===== src/rtl/byte_stream_pkg.sv =====
// Shared types and helpers for the 8-bit byte-stream blocks.
package byte_stream_pkg;

    localparam int BYTE_W = 8;

    typedef logic [BYTE_W-1:0] byte_t;

    // Pointer width that never collapses to zero bits.
    function automatic int clog2_min1(input int n);
        return ($clog2(n) < 1) ? 1 : $clog2(n);
    endfunction

endpackage


===== src/rtl/fifo_ptr_ctrl.sv =====
// Read/write pointers, occupancy count and status flags for a circular FIFO.
module fifo_ptr_ctrl
    import byte_stream_pkg::*;
#(
    parameter int DEPTH     = 8,
    parameter int AW        = clog2_min1(DEPTH),
    parameter int AFULL_LVL = DEPTH - 2
) (
    input  logic          clk,
    input  logic          reset,
    input  logic          flush,
    input  logic          push,
    input  logic          pop,
    output logic [AW-1:0] wr_ptr,
    output logic [AW-1:0] rd_ptr,
    output logic [AW:0]   count,
    output logic          empty,
    output logic          full,
    output logic          almost_full
);

    localparam int CW = AW + 1;
    localparam logic [CW-1:0] DEPTH_C = CW'(DEPTH);
    localparam logic [CW-1:0] AFULL_C = CW'(AFULL_LVL);

    logic [AW-1:0] wr_ptr_q, wr_ptr_d;
    logic [AW-1:0] rd_ptr_q, rd_ptr_d;
    logic [CW-1:0] count_q, count_d;

    // Flush discards any same-cycle pop; the top already blocks pushes then.
    always_comb begin
        wr_ptr_d = wr_ptr_q;
        rd_ptr_d = rd_ptr_q;
        count_d  = count_q;
        if (flush) begin
            wr_ptr_d = '0;
            rd_ptr_d = '0;
            count_d  = '0;
        end else begin
            if (push) wr_ptr_d = wr_ptr_q + AW'(1);
            if (pop)  rd_ptr_d = rd_ptr_q + AW'(1);
            case ({push, pop})
                2'b10:   count_d = count_q + CW'(1);
                2'b01:   count_d = count_q - CW'(1);
                default: count_d = count_q;
            endcase
        end
    end

    always_ff @(posedge clk) begin
        if (reset) begin
            wr_ptr_q <= '0;
            rd_ptr_q <= '0;
            count_q  <= '0;
        end else begin
            wr_ptr_q <= wr_ptr_d;
            rd_ptr_q <= rd_ptr_d;
            count_q  <= count_d;
        end
    end

    assign wr_ptr      = wr_ptr_q;
    assign rd_ptr      = rd_ptr_q;
    assign count       = count_q;
    assign empty       = (count_q == '0);
    assign full        = (count_q == DEPTH_C);
    assign almost_full = (count_q >= AFULL_C);

endmodule


===== src/rtl/byte_ingress_fifo.sv =====
// First-word-fall-through byte FIFO with valid/ready on both sides and flush.
module byte_ingress_fifo
    import byte_stream_pkg::*;
#(
    parameter int DEPTH     = 8,
    parameter int AW        = clog2_min1(DEPTH),
    parameter int AFULL_LVL = DEPTH - 2
) (
    input  logic        clk,
    input  logic        reset,
    input  logic        flush,
    input  logic        in_valid,
    input  logic [7:0]  in_data,
    output logic        in_ready,
    output logic        out_valid,
    output logic [7:0]  out_data,
    input  logic        out_ready,
    output logic [AW:0] count,
    output logic        empty,
    output logic        full,
    output logic        almost_full
);

    byte_t mem_q [DEPTH];
    byte_t mem_d [DEPTH];

    logic [AW-1:0] wr_ptr;
    logic [AW-1:0] rd_ptr;
    logic          push;
    logic          pop;

    assign in_ready  = !full && !flush;
    assign out_valid = !empty;
    assign push      = in_valid && in_ready;
    assign pop       = out_valid && out_ready;
    assign out_data  = mem_q[rd_ptr];

    fifo_ptr_ctrl #(
        .DEPTH     (DEPTH),
        .AW        (AW),
        .AFULL_LVL (AFULL_LVL)
    ) u_ptr_ctrl (
        .clk         (clk),
        .reset       (reset),
        .flush       (flush),
        .push        (push),
        .pop         (pop),
        .wr_ptr      (wr_ptr),
        .rd_ptr      (rd_ptr),
        .count       (count),
        .empty       (empty),
        .full        (full),
        .almost_full (almost_full)
    );

    // Storage is never cleared; the pointers alone decide what is valid.
    always_comb begin
        mem_d = mem_q;
        if (push) mem_d[wr_ptr] = in_data;
    end

    always_ff @(posedge clk) begin
        mem_q <= mem_d;
    end

endmodule


===== config.mk =====
export PLATFORM = sky130hd
export DESIGN_NAME = byte_ingress_fifo
export DESIGN_NICKNAME = d
export VERILOG_FILES = /design/src/rtl/byte_stream_pkg.sv /design/src/rtl/fifo_ptr_ctrl.sv /design/src/rtl/byte_ingress_fifo.sv
export SDC_FILE = /design/constraint.sdc
export NUM_CORES = 1
export LEC_CHECK = 0
export ABC_AREA = 1
export CORE_UTILIZATION = 53
export CTS_BUF_LIST = sky130_fd_sc_hd__clkbuf_16
export CTS_CLUSTER_DIAMETER = 100
export DETAILED_ROUTE_END_ITERATION = 6
export PLACE_DENSITY_LB_ADDON = 0.05
export SLEW_MARGIN = 0
export SYNTH_ARGS = -nofsm -noshare
export SYNTH_HDL_FRONTEND = slang
export SYNTH_SLANG_ARGS = --single-unit

===== constraint.sdc =====
create_clock -name clk -period 4.5 [get_ports clk]
set_clock_uncertainty 0.05 [all_clocks]
set_input_delay 0.9 -clock clk [delete_from_list [all_inputs] [get_ports clk]]
set_output_delay 0.9 -clock clk [all_outputs]
set_load 0.01 [all_outputs]

# Word-level counts from Yosys, hierarchy flattened
# Index checks and enable logic that the tools add are counted.
[totals]
ff_bits = 74
input_bits = 13
output_inout_bits = 17
word_cells = 41
[op_classes]
addsub = 4
n_lt_le_gt_ge = 4
eq_ne = 3
n_mux = 7
bitwise = 2
reduce_logical = 10
[ops]
columns = ["operator", "count"]
rows = [
  ["64-bit bitwise mux", 1],
  ["8-bit binary-select mux with 3-bit select", 1],
  ["8-bit demux with 3-bit select", 1],
  ["8-bit 2-to-1 mux", 3],
  ["4-bit greater-or-equal comparator, second input constant", 2],
  ["3-bit inverter with 4-bit output", 2],
  ["4-bit one-hot mux with 2 select lines", 1],
  ["3-bit by 1-bit adder with 3-bit output, second input constant", 2],
  ["4-bit by 1-bit adder with 4-bit output, second input constant", 1],
  ["4-bit equality test, second input constant", 1],
  ["4-bit by 3-bit greater-or-equal comparator with 1-bit output, second input constant", 1],
  ["1-bit logical AND", 4],
  ["4-bit zero test", 1],
  ["4-bit by 1-bit less-than comparator with 1-bit output, second input constant", 1],
  ["4-bit by 1-bit subtractor with 4-bit output, second input constant", 1],
  ["1-bit zero test", 3],
  ["2-bit by 1-bit equality test with 1-bit output, second input constant", 1],
  ["2-bit equality test, second input constant", 1],
  ["2-bit nonzero test", 1],
  ["2-bit OR reduction", 1],
]

# Depth between registers and ports, before layout
# Gate-level depths: netlist of run 1.
[depth]
word_depth = 6
mapped_depth = 14

# By module
# Synthesis of run 1 repeated with hierarchy kept, for this count alone.
[hier_totals]
cells_unflattened = 374
area_unflattened_um2 = 3510.9
[by_module_without_submodules]
columns = ["module", "instances", "cells_each", "area_each_um2", "seq_area_each_um2"]
rows = [
  ["byte_ingress_fifo", 1, 300, 2945.3, 1921.8],
  ["fifo_ptr_ctrl", 1, 74, 565.5, 200.2],
]

# Worst setup path before layout of run 1
# Ideal clock, no wire load.
[synth_path]
kind = "input to register"
start = "input port flush"
end = "register u_ptr_ctrl.count_q[3] (netlist: u_ptr_ctrl.count[3])"
setup_time_ps = 109
arrival_ps = 2244
required_ps = 4341
path_slack_ps = 2097
path_stages = 10
path_buffers = 1
path_cell_list = "inv_1 nand3_4 buf_6 ha_1 ha_1 or2_2 nand3_1 nand3_1 nand2_1 inv_1"
[synth_between]
elab_chain_cells = 5
word_cells_on_any_way = 8
[synth_lines]
columns = ["element", "line_no", "source"]
rows = [
  ["start: declaration", "byte_ingress_fifo.sv:11", "input logic flush,"],
  ["1-bit zero test", "byte_ingress_fifo.sv:32", "assign in_ready = !full && !flush;"],
  ["1-bit logical AND", "byte_ingress_fifo.sv:32", ""],
  ["1-bit logical AND", "byte_ingress_fifo.sv:34", "assign push = in_valid && in_ready;"],
  ["2-bit by 1-bit equality test with 1-bit output or 2-bit equality test (tied branches)", "fifo_ptr_ctrl.sv:42", "case ({push, pop})"],
  ["4-bit one-hot mux with 2 select lines or 2-bit nonzero test (tied branches)", "-", ""],
  ["end signal: assignment", "fifo_ptr_ctrl.sv:58", "count_q <= count_d;"],
  ["end: declaration", "fifo_ptr_ctrl.sv:28", "logic [CW-1:0] count_q, count_d;"],
]
# Several ways; a longest one is shown, not always the timed one.
# A chain may end at the register's enable or synchronous reset.

# Worst setup path in the final report of run 1
[layout_path]
start = "register u_ptr_ctrl.rd_ptr_q[1] (netlist: u_ptr_ctrl.rd_ptr[1])"
end = "output port out_data[7]"
[layout_between]
elab_chain_cells = 4
[layout_lines]
columns = ["element", "line_no", "source"]
rows = [
  ["start: declaration", "fifo_ptr_ctrl.sv:27", "logic [AW-1:0] rd_ptr_q, rd_ptr_d;"],
  ["start signal: assignment", "fifo_ptr_ctrl.sv:57", "rd_ptr_q <= rd_ptr_d;"],
  ["3-bit inverter with 4-bit output (implied by the code)", "byte_ingress_fifo.sv:36", "assign out_data = mem_q[rd_ptr];"],
  ["8-bit binary-select mux with 3-bit select", "byte_ingress_fifo.sv:36", ""],
  ["8-bit 2-to-1 mux (implied by the code) (2 in series)", "byte_ingress_fifo.sv:36", ""],
  ["end: declaration", "byte_ingress_fifo.sv:16", "output logic [7:0] out_data,"],
]
# Every way passes these cells. The select of a mux whose other input is x is not followed.

==> results of run 1 <==
[registers in the layout (all words and copies together), names as in the netlist]
register / flops
mem_q: 64
u_ptr_ctrl.count: 4
u_ptr_ctrl.rd_ptr: 3
u_ptr_ctrl.wr_ptr: 3
[cells in the mapped netlist, types with 2 or more instances]
cell type  count  area (µm²)
o21ai_1       26         130
a21oi_1        6        30.0
nor2_2         2        12.5
nor3_1         8        40.0
edfxtp_1      64        1920
nor2_1        58         218
dfxtp_1       10         200
nand3_1        3        15.0
ha_1           5        62.6
buf_4          4        30.0
inv_1         19        71.3
buf_6          5        56.3
nand2_1       47         176
o21ai_0       28         140
[critical path: cells and delay by family, from the launching register on]
family | cells | cell delay (ns)
flip-flops | 1 | 0.99
buffers and inverters | 1 | 0.53
AO/OA/AOI/OAI | 2 | 0.45
AND/OR/NAND/NOR | 2 | 0.16
[logic make-up after synthesis]
family          after synthesis  synth area share, %
fa+ha+maj                     6                 2.57
buf+inv                      33                 5.65
simple gates                123                 15.8
xor+xnor                      2                0.545
compound gates               60                 9.35
flops                        74                 66.1
[power by group through the flow]
stage / clock network (mW) / registers, mW / logic, mW
3_5_place_dp: 0 / 0.783 / 0.163
4_1_cts: 0.741 / 0.769 / 0.164
3_3_place_gp: 0 / 0.783 / 0.161
6_report: 0.736 / 0.769 / 0.163
2_1_floorplan: 0 / 0.777 / 0.101
5_1_grt: 0.767 / 0.770 / 0.182
[layer usage]
layer | GRT usage (%) | share of wire [%]
met1 | 31.0 | 45
met2 | 33.1 | 46
met3 | 3.77 | 7.0
met4 | 13.4 | 2.0
met5 | 0 | 0
[area by class of cell]
class	instances	area share (%)
sequential	74	54.9
multi-input combinational	191	23.6
timing repair buffer	37	9.06
clock buffer	9	5.83
tap	72	2.33
clock inverter	6	2.14
inverter	21	2.10
[cells in the final DEF, fill, tap and decap left out]
cell type | synthesis | layout
clkdlybuf4s50_1 | 0 | 29
a21oi_1 | 6 | 6
edfxtp_1 | 64 | 64
xnor2_1 | 1 | 1
nand2_2 | 1 | 1
clkinv_2 | 0 | 2
or2_2 | 1 | 1
buf_4 | 4 | 8
nand4_1 | 1 | 1
ha_1 | 5 | 5
dfxtp_1 | 10 | 10
nor3_2 | 0 | 1
clkinv_1 | 0 | 1
nor2_2 | 2 | 2
o21ai_0 | 28 | 28
nor2_1 | 58 | 58
xor2_1 | 1 | 1
nand3_1 | 3 | 3
clkbuf_16 | 0 | 9
inv_2 | 1 | 1
inv_1 | 19 | 19
nand2_1 | 47 | 47
inv_4 | 1 | 1
o21ai_1 | 26 | 26
nor3_1 | 8 | 7
nand3_4 | 1 | 1
fa_1 | 1 | 1
bufinv_16 | 0 | 2
clkinv_4 | 0 | 1
nand3_2 | 1 | 1
[final timing paths]
path | start | slack [ns] | to | cells past startpoint
hold / removal | u_ptr_ctrl.wr_ptr[2] | 0.47 | u_ptr_ctrl.wr_ptr[2] | 2
setup / recovery | u_ptr_ctrl.rd_ptr[1] | 1.09 | out_data[7] | 5
setup reg to reg | u_ptr_ctrl.count[1] | 2.40 | u_ptr_ctrl.count[3] | 11
hold reg to reg | u_ptr_ctrl.wr_ptr[2] | 0.47 | u_ptr_ctrl.wr_ptr[2] | 2
==> run metrics, run 1 <==
Initial Utilization=56.6%; DRT Pass-1 Iters=4; Root Driver=clkbuf_16; pin count of the biggest net entering global routing=35; share of cells above drive strength 1=9.17%; syn avg cell area=10.8 µm²; final core occ=around two thirds; fin cells=410; CP max FO=34; clk buf depth=2; Hold Crit Class=flip-flop to flip-flop; fin crit share=between 70% and 80%; Antenna Nets Post-Route=0; PwrDens=431 nW/µm²; Clk pwr share=44.1%; Hold-fix buffers, CTS=0; final setup violating endpoints=0; die height=roughly 80 µm; setup TNS=0 ns; area grow syn2layout=20.3%; DRT Wirelength=between 6 and 7 mm; wire per inst=15.7 µm; Gate Count Post-Synth=between 200 and 300; Final #Nets=between 300 and 400; Slew @ Worst Pin=around 1 ns; Synth Flop Type=edfxtp_1; Post-synth EDFFs=between 60 and 70; gr ovfl total=0; Gate power share=9.8%; Setup WS post-layout=around 1.1 ns; Crit-path slowest cell=dfxtp_1; Max Clock Freq=slightly below 300 MHz; Fillers=419; Clock transition at path regs=0.05 ns; Placed Instances=roughly 400; CTS tree=done; Netlist cell types=27; gpl congestion=0.820; FF+latch area=between 2000 and 2500 µm²; Max Cap Viol=0; Critical Path RT=around 3.6 ns; Die Footprint=~6400 µm²; clk sinks=74; DRC viols=0; critical-path cell list=o21ai_0, o21ai_0, nand2_1, nand2_1, clkdlybuf4s50_1; crit end category=primary output; WHS=around 0.47 ns; area of the multi-input gates=913 µm²; CP max stage delay=0.99 ns; Async SR Flop Fraction=0%; Tot Pwr=between 1.5 and 2 mW; cell area after synthesis=3210 µm²; Die W=between 70 and 80 µm; status=complete, no violations; number of synthesized register bits=74; dpl ws=roughly 1.4 ns; via count=about 2200; Post-Syn Nets=around 320; endpoints failing hold=0; DP HPWL=between 4 and 5 mm; RSZ-0062 raised after global routing=no; Iter 0 DRT Violations=about 150; CP arrival=approximately 2.5 ns; Buffers on Ports=29; CTS H-tree depth=3; Seq pwr share=46.1%; post-CTS sizing=0; CTS Buf Count=9; net load switching power=approximately 0.36 mW; post-placement cell area=roughly 3600 µm²; Design Area, Final=3860 µm²; Final Max Tran Viols=0; Switching Share=21.4%; Yosys Warn Count=0; vias in the first global route=2036; critical path class=flip-flop to primary output; Vias/cell=between 5 and 6; Leak=about 1.5 nW; number of diodes=0; worst vdd ir=around 0.00030 V; row count=27; min cycle time layout=between 3 and 4 ns; Startpoint Class=flip-flop; initial antenna violation count=0; P_int=1.31 mW; register area share after synthesis=between 60% and 70%; GRT Total Usage=22.4%; first-pass GRT wire length=9.99 mm; boundary pin count=30; relative slew slack=between 30% and 40%; core box area=about 5700 µm²; # Post-CTS Setup Buffers=0; Clk Latency, worst-skew pair=between 0.3 and 0.4 ns
(Power assumes the default switching activity.)
==> inputs of run 2 (changes only) <==
CORE_UTILIZATION = 51   (was 53)
clock period = 2.9 ns   (was 4.5 ns; I/O delays follow)
==> run 2 against run 1 <==
- core utilization decreased by 2.3 points
- sequential share of layout area fell by 1.0 points
- global-route usage fell by 1.0 points
- non-clock buffer count up 7
==> run metrics, run 2 (same netlist as run 1, synthesis figures left out) <==
boundary pin count=30; Gate power share=approximately a tenth; gpl congestion=roughly 0.78; DRT Wirelength=approximately 6.1 mm; CTS tree=done; CP max FO=32; die height=between 80 and 90 µm; Hold-fix buffers, CTS=0; Fillers=484; wire per inst=around 15 µm; Buffers on Ports=29; critical-path cell list=buf_4, o21ai_0, o21ai_0, nand2_1, nand2_1, clkdlybuf4s50_1; setup TNS=0 ns; pin count of the biggest net entering global routing=34; worst vdd ir=0.000481 V; Iter 0 DRT Violations=between 100 and 150; Startpoint Class=flip-flop; DP HPWL=~3.9 mm; Tot Pwr=2.61 mW; CTS H-tree depth=3; core box area=between 5000 and 6000 µm²; row count=28; number of diodes=0; vias in the first global route=between 2000 and 2500; P_int=2.04 mW; Die Footprint=6620 µm²; initial antenna violation count=0; area of the multi-input gates=908 µm²; Vias/cell=roughly 5; net load switching power=around 0.57 mW; first-pass GRT wire length=around 10 mm; commonest non-fill, non-tap cell in the layout=edfxtp_1; most frequent cells in the layout=edfxtp_1, nor2_1, nand2_1; DRC viols=0; Seq pwr share=a little under half; RSZ-0062 raised after global routing=no; Root Driver=clkbuf_16; Clk Latency, worst-skew pair=about 0.32 ns; CTS Buf Count=9; WHS=approximately 0.46 ns; fin crit share=90.2%; Hold Crit Class=flip-flop to flip-flop; Antenna Nets Post-Route=0; final setup violating endpoints=0; GRT Total Usage=between 20% and 30%; Max Cap Viol=0; Max Clock Freq=about 380 MHz; CP arrival=1.99 ns; Crit-path slowest cell=clkdlybuf4s50_1; CP max stage delay=about 0.53 ns; Leak=roughly 1.5 nW; FF+latch area=2120 µm²; Clock transition at path regs=approximately 0.06 ns; gr ovfl total=0; crit end category=primary output; Final Max Tran Viols=0; Final #Nets=360; Most flops, register=mem_q; Die W=slightly above 80 µm; Switching Share=between 20% and 30%; DRT Pass-1 Iters=4; share of cells above drive strength 1=a little under an eighth; endpoints failing hold=0; relative slew slack=about 74%; clk sinks=74; clk buf depth=2; Design Area, Final=3940 µm²; post-placement cell area=about 3600 µm²; area grow syn2layout=22.7%; min cycle time layout=between 2 and 3 ns; status=complete, no violations; Critical Path RT=~2.3 ns; critical path class=flip-flop to primary output; PwrDens=approximately 660 nW/µm²; Slew @ Worst Pin=0.385 ns; max reg flops=64; Initial Utilization=a little over half; Clk pwr share=44.4%; via count=between 2000 and 2500
[run 2: cell types whose count changed in the layout (fill, tap and decap cells not counted)]
cell / before / now
buf_12: 0 / 1
buf_4: 8 / 14
clkinv_2: 2 / 1
clkinv_4: 1 / 0
clkinvlp_4: 0 / 2
dfxtp_1: 10 / 9
dfxtp_2: 0 / 1
inv_6: 0 / 1
nor3_1: 7 / 8
nor3_2: 1 / 0
[run 2: worst paths after layout]
path / start / endpoint / slack (ns) / cells past startpoint
worst min-delay path: u_ptr_ctrl.rd_ptr[1] / u_ptr_ctrl.rd_ptr[1] / 0.46 / 2
worst min register to register: u_ptr_ctrl.rd_ptr[1] / u_ptr_ctrl.rd_ptr[1] / 0.46 / 2
worst max register to register: u_ptr_ctrl.count[1] / u_ptr_ctrl.count[3] / 0.79 / 11
worst max-delay path: u_ptr_ctrl.rd_ptr[1] / out_data[1] / 0.28 / 6
[run 2: per-layer routing]
metal	wire length (µm)	part of all wire [%]	global-route usage, %	vias to the layer above
met3	155	2.5	3.82	12
li1	-	-	-	1108
met1	3000	49	29.3	1015
met2	2860	47	32.8	35
met5	0	0	0	-
met4	114	1.9	10.4	0
[run 2: cell type report]
cell class	count	area share, %
sequential	74	53.9
multi-input combinational	191	23.1
inverter	21	2.06
clock inverter	7	2.35
timing repair buffer	44	10.5
tap	75	2.38
clock buffer	9	5.72
[run 2: what timing repair did]
action,CTS,global route
buffers inserted,0,0
hold endpoints to repair,0,0
setup endpoints to repair,0,6
resized for setup,0,1
[run 2: worst max-delay path, delay by kind of cell, from the launching register on]
| family | cells | cell delay (ns) |
|---|---|---|
| simple gates | 2 | 0.15 |
| flops | 1 | 0.35 |
| compound gates | 2 | 0.30 |
| buf+inv | 2 | 0.86 |
[run 2: power groups by stage]
stage | Combinational (mW) | Sequential [mW] | Clock, mW
2_1_floorplan | 0.156 | 1.21 | 0
3_3_place_gp | 0.265 | 1.21 | 0
3_5_place_dp | 0.267 | 1.21 | 0
4_1_cts | 0.269 | 1.19 | 1.18
5_1_grt | 0.302 | 1.19 | 1.23
6_report | 0.266 | 1.19 | 1.16
[run 2: per-stage QoR]
step	setup WS, ns	utilization, %	cells
floorplan	0.817	-	298
global placement	0.353	60.4	405
detailed placement	0.303	60.4	405
CTS	0.0891	65.7	421
global route	0.0816	65.8	421
finish	0.283	65.8	421
==> inputs of run 3 (changes only) <==
MAX_ROUTING_LAYER = met4   (was not set)
==> run 3 against run 2 <==
- sequential power about the same
- first-iteration DRC count decreased by 3.2%
- wire length decreased by 0.36%
- maximum frequency decreased by 0.33%
- die area unchanged
- cell area unchanged
- critical path depth unchanged
- sequential share of layout area unchanged
- core utilization unchanged
- global-route usage increased by 0.64 points
- clock power about the same
- largest power group unchanged
==> run metrics, run 3 (same netlist as run 1, synthesis figures left out) <==
status=complete, no violations; Hold Crit Class=flip-flop to flip-flop; final core occ=65.8%; Crit-path slowest cell=clkdlybuf4s50_1; Die W=between 80 and 90 µm; first-pass GRT wire length=10.0 mm; boundary pin count=30; Min-Delay Path Depth=2; CP arrival=around 2.0 ns; # Post-CTS Setup Buffers=0; Worst R2R Setup Slack=a little under 0.8 ns; DP HPWL=3.94 mm; Critical Path Start=u_ptr_ctrl.rd_ptr[1]; via count=2160; Setup WS post-layout=0.274 ns; final setup violating endpoints=0; Clk Latency, worst-skew pair=around 0.32 ns; Leak=1.49 nW; critical-path cell list=buf_4, o21ai_0, o21ai_0, nand2_1, nand2_1, clkdlybuf4s50_1; Fillers=484; Final Max Tran Viols=0; endpoints failing hold=0; min cycle time layout=2.63 ns; most frequent cells in the layout=edfxtp_1, nor2_1, nand2_1; Most flops, register=mem_q; reg2reg start=u_ptr_ctrl.count[1]; DRT Pass-1 Iters=4; commonest non-fill, non-tap cell in the layout=edfxtp_1; critical path class=flip-flop to primary output; vias in the first global route=between 2000 and 2500; gpl congestion=between 0.7 and 0.8; clk sinks=74; core box area=about 6000 µm²; Buffers on Ports=29; Max Clock Freq=about 380 MHz; initial antenna violation count=0; Slew @ Worst Pin=~0.38 ns; CP max stage delay=~0.53 ns; area grow syn2layout=22.7%; gr ovfl total=0; post-CTS sizing=0; pin count of the biggest net entering global routing=34; wire per inst=~14 µm; Register-to-Register Path Depth=11; Vias/cell=a little over 5; CTS H-tree depth=3; number of diodes=0; Clock transition at path regs=around 0.06 ns; PwrDens=~660 nW/µm²; Critical Path RT=between 2 and 2.5 ns; DRC viols=0; Initial Utilization=a little over half; setup TNS=0 ns; dpl ws=between 0.3 and 0.4 ns; RSZ-0062 raised after global routing=no; DRT Wirelength=roughly 6.1 mm; row count=28; CTS tree=done; relative slew slack=about three quarters; max reg flops=64; worst vdd ir=0.000480 V; Root Driver=clkbuf_16; Startpoint Class=flip-flop; CTS Buf Count=9; die height=81.4 µm; Hold-fix buffers, CTS=0; Final #Nets=360; Antenna Nets Post-Route=0; crit end category=primary output; area of the multi-input gates=between 900 and 1000 µm²; Die Footprint=about 6600 µm²; launch point of the worst hold path=u_ptr_ctrl.rd_ptr[1]; CP max FO=32; fin crit share=around nine tenths; share of cells above drive strength 1=11.3%; Max Cap Viol=0; clk buf depth=2; GRT Total Usage=22.0%; FF+latch area=~2100 µm²; Iter 0 DRT Violations=122
## run 3: cell counts in the layout (fill, tap and decap cells not counted)
No cell type changed its count.
## run 3: layer usage
layer | track usage (%) | vias up | routed length [µm]
met5 | - | - | 0
met1 | 29.3 | 1007 | 2980
met4 | 9.82 | 0 | 99
met3 | 4.16 | 10 | 185
li1 | - | 1107 | -
met2 | 32.8 | 36 | 2830
## run 3: final timing paths
kind,end
max,out_data[1]
min reg2reg,u_ptr_ctrl.rd_ptr[1]
max reg2reg,u_ptr_ctrl.count[3]
min,u_ptr_ctrl.rd_ptr[1]
## run 3: final cells by class
class / instances / area share, %
clock buffer: 9 / 5.72
clock inverter: 7 / 2.35
sequential: 74 / 53.9
timing repair buffer: 44 / 10.5
tap: 75 / 2.38
multi-input combinational: 191 / 23.1
inverter: 21 / 2.06
## run 3: metrics by stage
stage / cell area [µm²] / hold WS [ns] / power, mW / cells
after CTS: 3940 / 0.458 / 2.63 / 421
final: 3940 / 0.459 / 2.61 / 421
after global placement: 3620 / 0.453 / 1.47 / 405
after global routing: 3940 / 0.503 / 2.72 / 421
after floorplan: 3210 / 0.433 / 1.36 / 298
after detailed placement: 3620 / 0.451 / 1.47 / 405
## run 3: critical path, delay by kind of cell (launching register included)
kind,cells,cell delay [ns]
buffers and inverters,2,0.86
AOI/OAI and AO/OA,2,0.31
DFF,1,0.35
and+or+nand+nor,2,0.15
## run 3: where the power goes
part           total, mW  leakage [nW]  switching [mW]  internal (mW)
Combinational      0.266         0.679           0.144          0.121
Clock               1.16         0.149           0.409          0.751
Sequential          1.19         0.660          0.0133           1.17
